--- src/rtl/keygen_sequencer.sv ---
// Dilithium3 (K=6, L=5) key generation stage sequencer.
// Pulses sub-block starts, gathers dones, runs a watchdog and a run timer.
module keygen_sequencer #(
  parameter int FINAL_CYCLES = 2,
  parameter int TIMEOUT      = 100000,
  parameter int CW           = 32
) (
  input  logic          clock,
  input  logic          reset,
  input  logic          start_keygen,
  output logic          done_keygen,
  output logic          busy,
  output logic          error,
  output logic [3:0]    stage,
  output logic [3:0]    err_stage,
  output logic [CW-1:0] cycle_count,
  output logic          start_shake_1,
  input  logic          done_shake_1,
  output logic          start_polyvecl_uniform_eta,
  input  logic          done_polyvecl_uniform_eta,
  output logic          start_polyveck_uniform_eta,
  input  logic          done_polyveck_uniform_eta,
  output logic          start_polyvec_matrix_expand,
  input  logic          done_polyvec_matrix_expand,
  output logic          start_polyvecl_ntt,
  input  logic          done_polyvecl_ntt,
  output logic          start_polyvec_matrix_pointwise_montgomery,
  input  logic          done_polyvec_matrix_pointwise_montgomery,
  output logic          start_polyveck_invntt,
  input  logic          done_polyveck_invntt,
  output logic          t_load_en,
  output logic          start_shake_2,
  input  logic          done_shake_2
);

  // Stage counter must hold both the watchdog limit and the FINAL length.
  localparam int LIM =
    (TIMEOUT > FINAL_CYCLES) ? TIMEOUT : FINAL_CYCLES;
  localparam int WW = (LIM > 1) ? $clog2(LIM + 1) : 1;
  localparam logic [WW-1:0] WD_TMO = WW'(TIMEOUT);
  localparam logic [WW-1:0] WD_FIN = WW'(FINAL_CYCLES - 1);

  typedef enum logic [3:0] {
    S_IDLE   = 4'd0,
    S_SHAKE1 = 4'd1,
    S_EXPAND = 4'd2,
    S_NTT    = 4'd3,
    S_MATMUL = 4'd4,
    S_INVNTT = 4'd5,
    S_FINAL  = 4'd6,
    S_SHAKE2 = 4'd7,
    S_DONE   = 4'd8,
    S_ERROR  = 4'd15
  } state_t;

  state_t        state;
  state_t        state_n;
  logic          first;
  logic [2:0]    flags;
  logic [2:0]    dv;
  logic [2:0]    req;
  logic [2:0]    seen;
  logic [WW-1:0] wd;
  logic          start_prev;
  logic          edge_seen;
  logic          idle_like;
  logic          watched;
  logic          complete;
  logic          tmo;
  logic [3:0]    err_n;

  assign edge_seen = start_keygen & ~start_prev;
  assign idle_like = (state == S_IDLE) ||
                     (state == S_DONE) ||
                     (state == S_ERROR);

  // Route the current stage's done inputs and required-flag mask.
  always_comb begin
    dv      = 3'b000;
    req     = 3'b000;
    watched = 1'b0;
    unique case (state)
      S_SHAKE1: begin
        dv      = {2'b00, done_shake_1};
        req     = 3'b001;
        watched = 1'b1;
      end
      S_EXPAND: begin
        dv      = {done_polyvec_matrix_expand,
                   done_polyveck_uniform_eta,
                   done_polyvecl_uniform_eta};
        req     = 3'b111;
        watched = 1'b1;
      end
      S_NTT: begin
        dv      = {2'b00, done_polyvecl_ntt};
        req     = 3'b001;
        watched = 1'b1;
      end
      S_MATMUL: begin
        dv      = {2'b00,
                   done_polyvec_matrix_pointwise_montgomery};
        req     = 3'b001;
        watched = 1'b1;
      end
      S_INVNTT: begin
        dv      = {2'b00, done_polyveck_invntt};
        req     = 3'b001;
        watched = 1'b1;
      end
      S_SHAKE2: begin
        dv      = {2'b00, done_shake_2};
        req     = 3'b001;
        watched = 1'b1;
      end
      default: begin
        dv      = 3'b000;
        req     = 3'b000;
        watched = 1'b0;
      end
    endcase
  end

  // Dones in the start-pulse cycle are stale and never count.
  assign seen     = (flags | dv) & req;
  assign complete = watched && !first && (seen == req);
  assign tmo      = (TIMEOUT != 0) && watched &&
                    (wd == WD_TMO);

  // Next state; completion beats a simultaneous timeout.
  always_comb begin
    state_n = state;
    err_n   = err_stage;
    if (edge_seen && idle_like) begin
      state_n = S_SHAKE1;
      err_n   = 4'd0;
    end else if (complete) begin
      unique case (state)
        S_SHAKE1: state_n = S_EXPAND;
        S_EXPAND: state_n = S_NTT;
        S_NTT:    state_n = S_MATMUL;
        S_MATMUL: state_n = S_INVNTT;
        S_INVNTT: state_n = S_FINAL;
        S_SHAKE2: state_n = S_DONE;
        default:  state_n = state;
      endcase
    end else if (tmo) begin
      state_n = S_ERROR;
      err_n   = state;
    end else if (state == S_FINAL && wd == WD_FIN) begin
      state_n = S_SHAKE2;
    end
  end

  // State, entry marker, start history and error code registers.
  always_ff @(posedge clock) begin
    if (reset) begin
      state      <= S_IDLE;
      first      <= 1'b0;
      start_prev <= 1'b0;
      err_stage  <= 4'd0;
    end else begin
      state      <= state_n;
      first      <= (state_n != state);
      start_prev <= start_keygen;
      err_stage  <= err_n;
    end
  end

  // Sticky done flags and the per-stage wait counter.
  always_ff @(posedge clock) begin
    if (reset) begin
      flags <= 3'b000;
      wd    <= '0;
    end else if (state_n != state) begin
      flags <= 3'b000;
      wd    <= '0;
    end else begin
      if (!first) begin
        flags <= seen;
      end
      if (wd != '1) begin
        wd <= wd + WW'(1);
      end
    end
  end

  // Run timer, saturating, frozen outside the working stages.
  always_ff @(posedge clock) begin
    if (reset) begin
      cycle_count <= '0;
    end else if (edge_seen && idle_like) begin
      cycle_count <= '0;
    end else if (busy && cycle_count != '1) begin
      cycle_count <= cycle_count + CW'(1);
    end
  end

  assign stage       = state;
  assign done_keygen = (state == S_DONE);
  assign error       = (state == S_ERROR);
  assign busy        = !idle_like;
  assign t_load_en   = (state == S_FINAL);

  assign start_shake_1 =
    first && (state == S_SHAKE1);
  assign start_polyvecl_uniform_eta =
    first && (state == S_EXPAND);
  assign start_polyveck_uniform_eta =
    first && (state == S_EXPAND);
  assign start_polyvec_matrix_expand =
    first && (state == S_EXPAND);
  assign start_polyvecl_ntt =
    first && (state == S_NTT);
  assign start_polyvec_matrix_pointwise_montgomery =
    first && (state == S_MATMUL);
  assign start_polyveck_invntt =
    first && (state == S_INVNTT);
  assign start_shake_2 =
    first && (state == S_SHAKE2);

endmodule

--- config.mk ---
export PLATFORM = sky130hd
export DESIGN_NAME = keygen_sequencer
export DESIGN_NICKNAME = d
export VERILOG_FILES = /design/src/rtl/keygen_sequencer.sv
export SDC_FILE = /design/constraint.sdc
export NUM_CORES = 1
export LEC_CHECK = 0
export CAP_MARGIN = 10
export CORE_MARGIN = 1
export CORE_UTILIZATION = 56
export CTS_CLUSTER_DIAMETER = 30
export DETAILED_ROUTE_END_ITERATION = 8
export MAX_ROUTING_LAYER = met4
export PLACE_DENSITY = 0.85
export SLEW_MARGIN = 10
export SYNTH_ARGS = -nofsm -noshare
export SYNTH_HDL_FRONTEND = slang
export SYNTH_SLANG_ARGS = --single-unit
--- constraint.sdc ---
create_clock -name clock -period 5.3 [get_ports clock]
set_input_delay 0.795 -clock clock [delete_from_list [all_inputs] [get_ports clock]]
set_output_delay 0.795 -clock clock [all_outputs]
set_load 0.03 [all_outputs]
# --- Yosys cells after proc, flatten, opt, wreduce, memory -nomap -nowiden ---
# Cells that the tools add are included.
totals:
  ff_bits: 62
  in_bits: 11
  output_inout_bits: 52
  elab_cells: 59
classes:
  add_sub_neg: 2
  eq_ne: 15
  muxes: 8
  bitwise_logic: 5
  n_reduce_logical: 22
ops:
  columns: ["cell", "count"]
  rows:
  - ["$add A32 B1 Y32 const B", 1]
  - ["$ne A32 B32 Y1 const B", 1]
  - ["$pmux W4 S6", 1]
  - ["$pmux W3 S6", 1]
  - ["$add A17 B1 Y17 const B", 1]
  - ["$eq A17 B1 Y1 const B", 1]
  - ["$eq A17 B17 Y1 const B", 1]
  - ["$ne A17 B17 Y1 const B", 1]
  - ["$eq A4 B3 Y1 const B", 4]
  - ["$mux W4", 4]
  - ["$logic_and A1 B1 Y1", 12]
  - ["$eq A4 B2 Y1 const B", 2]
  - ["$eq A4 B4 Y1 const B", 2]
  - ["$pmux W3 S2", 1]
  - ["$reduce_or A6 Y1", 1]
  - ["$reduce_or A5 Y1", 1]
  - ["$eq A4 B1 Y1 const B", 1]
  - ["$logic_not A4 Y1", 1]
  - ["$ne A4 B4 Y1", 1]
  - ["$reduce_or A2 Y1", 2]
  - ["$and A3 B3 Y3", 1]
  - ["$eq A3 B3 Y1", 1]
  - ["$or A3 B3 Y3", 1]
  - ["$logic_not A1 Y1", 2]
  - ["5 further kinds", 7]

# --- Depth between registers and ports, before layout ---
# Gate-level depths: netlist of run 1.
depth:
  depth_word: 10
  depth_mapped: 11
  depth_no_buf: 10

# --- Least setup slack after synthesis of run 1 ---
# OpenSTA, ideal clock, no wires.
synth_timing:
  kind: "flip-flop to output port"
  start: "register state[0] (netlist: stage[0])"
  end: "output start_shake_1"
  arrival_time_ns: 1.740
  required_ns: 4.505
  setup_slack_ns: 2.765
  stages_incl_launch_ff: 5
  n_path_buf: 1
  path_cell_list: "dfxtp_1 > buf_2 > nand2b_1 > or2_1 > nor3_1"
synth_between:
  elab_chain_cells: 2
synth_rtl:
  columns: ["element", "line", "rtl"]
  rows:
  - ["start, declared", "56", "state_t state;"]
  - ["start signal, assigned", "163", "state <= state_n;"]
  - ["$eq A4 B1 Y1", "206", "first && (state == S_SHAKE1);"]
  - ["$logic_and A1 B1 Y1", "206", null]
  - ["end, declared", "17", "output logic start_shake_1,"]
# No other way between the ends.

# --- Worst setup path in the final report of run 1 ---
layout_timing:
  start: "register state[1] (netlist: stage[1])"
  end: "output start_polyvec_matrix_expand"
layout_between:
  elab_chain_cells: 2
layout_rtl:
  columns: ["element", "line", "rtl"]
  rows:
  - ["$eq A4 B2 Y1", "212", "first && (state == S_EXPAND);"]
  - ["$logic_and A1 B1 Y1", "212", null]
  - ["end, declared", "23", "output logic start_polyvec_matrix_expand,"]
# No other way between the ends.

==> impl_metrics.tcl, run 1 <==
set metrics [dict create \
    num-nets-final 454 \
    power_density_nw_per_um2 237 \
    insertion_delay_ns 0.34 \
    finalWirelength_mm 7.78 \
    synthArstFlopShare 0 \
    tns_ns 0 \
    setup_violations 0 \
    grt_pass1_wl_mm 13.4 \
    avgSynthCellArea_um2 8.56 \
    fill_cells 461 \
    synth_edf_count 0 \
    firstDrtPassIters 4 \
    start_util 0.591 \
    reg2reg_depth 5 \
    drtIter0Drc 179 \
    power_switching_uw 247 \
    finish.utilization 0.732 \
    cts-root-buf "clkbuf_8" \
    cts_buffer_depth 2 \
    min_path_type "reg2reg" \
    num_rows 27 \
    overflow 0 \
    cts_tree "done" \
    syn_inst 385 \
    fp.dieH_um 78.7 \
    fp.dieW_um 78.7 \
    internal-power_uw 720 \
    power.total_uw 967 \
    grt_antenna_before_repair 0 \
    max_slew_margin 0.435 \
    synth.distinct_cells 61 \
    drv_cap 0 \
    netlist_area_um2 3300 \
    fin_skew_ns 0.0105 \
    cts_hold_buf 0 \
    postCtsSetupBuffers 0 \
    ant_nets 0 \
    cp_max_fo 15 \
    multi_input_area_um2 1890 \
    drt-met1-wl_mm 3.47 \
    cts-buffers-inserted 9 \
    dpl.cell_count 499 \
    synth-seq-cells 62 \
    synth_seq_area_share 0.376 \
    core_area_um2 5570 \
    viasPerCell 5.97 \
    status "completed" \
    period_share 0.583 \
    ctsResizeCount 0 \
    p_sw_frac 0.255 \
    wl_met2_mm 3.86 \
    vias 3074 \
    cellLeakagePower_nw 1.27 \
    tightest_slew_ns 0.840 \
    fmax_mhz 324 \
    ys_warn_count 0 \
    route.detailed.drc 0 \
    final_cells 515 \
    power_frac_seq 0.498 \
    clk_pin_slew_ns 0.06 \
    dp_hpwl_mm 5.32 \
    place_congestion 0.822 \
    end_kind "primary output" \
    numClockSinks 62 \
    clkPwrFrac 0.410 \
    start_kind "flip-flop" \
    final_max_slew_viol_count 0 \
    ioPinCount 63 \
    first_global_vias 2939 \
    grtUsageTotal 0.279 \
    seqCellArea_um2 1240 \
    synth_flop_cell "dfxtp_1" \
    routed-wl-met3_um 280 \
    power.combinational.fraction 0.092 \
    layout_common_cells "62 x dfxtp_1, 62 x clkdlybuf4s50_1, 29 x nor3_1" \
    holdPathStages 2 \
    grt_max_degree 34 \
    period_needed_ns 3.09 \
    ir_drop_v 0.000164 \
    cts_max_level 3 \
    portBuffers 62 \
    topRoutingLayerUsed "met4" \
    drive_gt1_frac 0.0790 \
    rsz0062_at_grt "false" \
    area_growth_syn_to_layout_pct 23.8 \
    avgRoutedWirePerCell_um 15.1 \
    critPathArrivalTime_ns 2.29 \
    finalHoldViolCount 0 \
    antennaDiodeCount 0 \
    worstPathRequired_ns 4.51 \
    critical_path_class "reg2out" \
    synth_nets 401 \
    die_area_um2 6200 \
]
==> cell usage after synthesis, drive strengths merged (3+ instances only) <==
library cell	count	area share
and3	4	0.0076
o21ai	19	0.030
buf	14	0.028
xor2	13	0.035
nand3	24	0.036
nand3b	3	0.0068
nand4	14	0.028
nor4	7	0.018
ha	5	0.019
nor3	31	0.050
clkbuf	7	0.0080
o31ai	5	0.020
o211ai	3	0.0068
nand2	25	0.029
xnor2	10	0.027
nor4b	3	0.0099
and4	3	0.0080
nor2b	3	0.0057
mux2i	5	0.015
or2	4	0.0076
a2111oi	3	0.014
dfxtp	62	0.38
a211oi	3	0.0068
inv	14	0.016
nand2b	4	0.0076
or3	20	0.038
a21oi	26	0.043
or4	6	0.014
o31a	3	0.0080
and2	3	0.0057
nor2	20	0.023
==> state kept, by name (all words and copies together), names as in the netlist <==
name and count:
cycle_count 32, wd 17, err_stage 4, stage 4, flags 3, first 1, start_prev 1
==> final cells by class <==
class | count | share of cell area
multi-input combinational | 288 | 0.462
timing repair buffer | 63 | 0.154
inverter | 14 | 0.0129
clock inverter | 4 | 0.0117
tap | 72 | 0.0221
clock buffer | 12 | 0.0331
sequential | 62 | 0.304
==> stage by stage <==
stage	hold slack (ns)	worst slack, ns	instance area (um^2)
detailed placement	0.444	2.34	3900
floorplan	0.486	2.76	3300
CTS	0.468	2.21	4080
global route	0.498	2.13	4080
global placement	0.421	2.40	3900
finish	0.467	2.21	4080
==> final timing paths <==
check                from                           to  slack, ns
max              stage[1]  start_polyvec_matrix_expand       2.21
min          err_stage[0]                 err_stage[0]       0.47
max reg2reg      stage[2]                        wd[4]       2.71
min reg2reg  err_stage[0]                 err_stage[0]       0.47
==> worst max-delay path, stage by stage (launching register included) <==
cell and delay (ns):
dfxtp_1 0.62, nor4b_2 0.43, and2_1 0.23, clkdlybuf4s50_1 0.68
==> power by group through the flow <==
stage                     clock network (mW)  registers [mW]  logic [mW]
after floorplan                            0           0.491      0.0623
after detailed placement                   0           0.492      0.0880
after CTS                              0.399           0.482      0.0886
after global placement                     0           0.492      0.0864
after global routing                   0.422           0.483      0.0976
final                                  0.396           0.482      0.0889
==> metal layers <==
layer,GRT usage,vias to the layer above
li1,-,1529
met1,0.334,1448
met2,0.453,79
met3,0.0483,18
met4,0.137,0
met5,-,-
==> cells by family (layout without fill, tap and decap cells) <==
group                    after synthesis  count (layout)  share of synthesized area
AO/OA/AOI/OAI                         80              80                      0.178
XOR/XNOR                              23              23                     0.0611
adder cells (fa/ha/maj)                5               5                     0.0190
buffers and inverters                 35              93                     0.0516
flip-flops                            62              62                      0.376
multiplexers                           6               6                     0.0186
AND/OR/NAND/NOR                      174             174                      0.295
(Power assumes the default switching activity.)
==> run 2, diff against run 1 <==
- CORE_UTILIZATION: 56 -> 52
- PLACE_DENSITY: 0.85 -> 0.8
- clock period: 5.3 -> 3.1 ns (I/O delays scaled with it)
==> impl_metrics.tcl, run 2 (synthesis results as in run 1) <==
set metrics [dict create \
    critical_path_class "reg2out" \
    ioPinCount 63 \
    final_max_slew_viol_count 0 \
    period_needed_ns 2.76 \
    worstPathRequired_ns 2.63 \
    power_switching_uw 418 \
    route.detailed.drc 0 \
    numClockSinks 62 \
    grt_antenna_before_repair 0 \
    largest_reg_flops 32 \
    use_met3 0.0556 \
    end_kind "primary output" \
    place_congestion 0.858 \
    grt-busiest-layer "met2" \
    grt_pass1_wl_mm 12.1 \
    cts_buffer_depth 2 \
    internal-power_mw 1.22 \
    final_cell_area_um2 4090 \
    clkPwrFrac 0.404 \
    core_area_um2 6030 \
    setup_violations 0 \
    p_sw_frac 0.255 \
    path_depth 3 \
    cellLeakagePower_nw 1.28 \
    reg2reg_to "cycle_count[10]" \
    cts-buffers-inserted 9 \
    ant_nets 0 \
    overflow 0 \
    fill_cells 487 \
    max_stage_delay_ns 0.68 \
    cp_top_family "simple AND/OR/NAND/NOR gates" \
    portBuffers 62 \
    drtIter0Drc 142 \
    startpoint "stage[1]" \
    crit_end "start_polyveck_uniform_eta" \
    met1_usage 0.315 \
    area_growth_syn_to_layout_pct 24.1 \
    period_share 0.890 \
    critPathArrivalTime_ns 2.29 \
    ir_drop_v 0.000286 \
    r2r_start "cycle_count[0]" \
    cts_max_level 3 \
    die_area_um2 6660 \
    insertion_delay_ns 0.33 \
    power.total_mw 1.64 \
    dpl.cell_count 504 \
    cts_tree "done" \
    viasPerCell 5.84 \
    finalHoldViolCount 0 \
    tns_ns 0 \
    status "completed" \
    grt_max_degree 34 \
    post_dp_cell_area_um2 3920 \
    power_frac_seq 0.503 \
    num_rows 28 \
    ctsResizeCount 0 \
    num-nets-final 456 \
    layout_common_cells "62 x dfxtp_1, 62 x clkdlybuf4s50_1, 29 x nor3_1" \
    final_cells 518 \
    drive_gt1_frac 0.0858 \
    max_slew_margin 0.462 \
    fmax_mhz 362 \
    top_regs "cycle_count: 32 flops, wd: 17 flops" \
    avgRoutedWirePerCell_um 14.3 \
    min_path_type "reg2reg" \
    power.combinational.fraction 0.094 \
    vias 3024 \
    met2_usage 0.368 \
    reg2reg_depth 6 \
    postCtsSetupBuffers 0 \
    start_kind "flip-flop" \
    rsz0062_at_grt "false" \
    power_density_nw_per_um2 401 \
    finalWirelength_mm 7.42 \
    cp_max_fo 15 \
    firstDrtPassIters 4 \
    tightest_slew_ns 0.801 \
    start_util 0.547 \
    cts_hold_buf 0 \
    cts-root-buf "clkbuf_8" \
    drv_cap 0 \
    antennaDiodeCount 0 \
    regToRegSetupSlack_ns 0.69 \
    whs_ns 0.443 \
    dp_hpwl_mm 5.30 \
    cp_slowest_cell "clkdlybuf4s50_1" \
    fp.dieH_um 81.6 \
    grtUsageTotal 0.244 \
    path_buf_inv 1 \
    fin_skew_ns 0.00942 \
    top_register "cycle_count" \
    clk_pin_slew_ns 0.07 \
    first_global_vias 2648 \
    fp.dieW_um 81.6 \
    path_cells "nor4b_2, and2_1, clkdlybuf4s50_1" \
]
run 2: cell type report:
type	instances	area, um^2	share of cell area
Clock buffer	9	124	0.0303
Clock inverter	5	52.6	0.0128
Inverter	14	52.6	0.0128
Multi-Input combinational cell	288	1890	0.461
Sequential cell	62	1240	0.303
Tap cell	75	93.8	0.0229
Timing Repair Buffer	65	643	0.157
run 2: how the worst min path moves through the flow:
stage / cells after the start / slack (ns) / startpoint / end
2_1_floorplan: 2 / 0.49 / flags[1] / flags[1]
3_3_place_gp: 2 / 0.42 / err_stage[3] / err_stage[3]
3_5_place_dp: 2 / 0.44 / err_stage[3] / err_stage[3]
4_1_cts: 2 / 0.45 / err_stage[3] / err_stage[3]
5_1_grt: 2 / 0.47 / err_stage[3] / err_stage[3]
6_report: 2 / 0.44 / err_stage[3] / err_stage[3]
run 2: per-stage QoR:
step | setup slack (ns) | util
3_3_place_gp | 0.735 | 0.650
4_1_cts | 0.346 | 0.679
3_5_place_dp | 0.669 | 0.650
2_1_floorplan | 0.716 | -
5_1_grt | 0.193 | 0.679
6_report | 0.341 | 0.679
run 2: power groups by stage:
stage	Combinational (mW)	Sequential [mW]	Clock [mW]
floorplan	0.106	0.840	0
global placement	0.151	0.841	0
detailed placement	0.153	0.842	0
CTS	0.154	0.824	0.672
global route	0.168	0.826	0.712
finish	0.154	0.824	0.661
run 2: worst reg2reg max path, cell delays in order (launching register included):
cell and delay [ns]:
dfxtp_1 0.44, ha_1 0.32, nand3_1 0.12, or3_1 0.56
o31ai_4 0.58, or4_1 0.19, a21oi_1 0.07
run 2: layer usage:
layer  share of wire  vias up
met5               0        -
met1            0.49     1419
met4           0.015        0
met2            0.47       61
met3           0.031        9
li1                -     1535
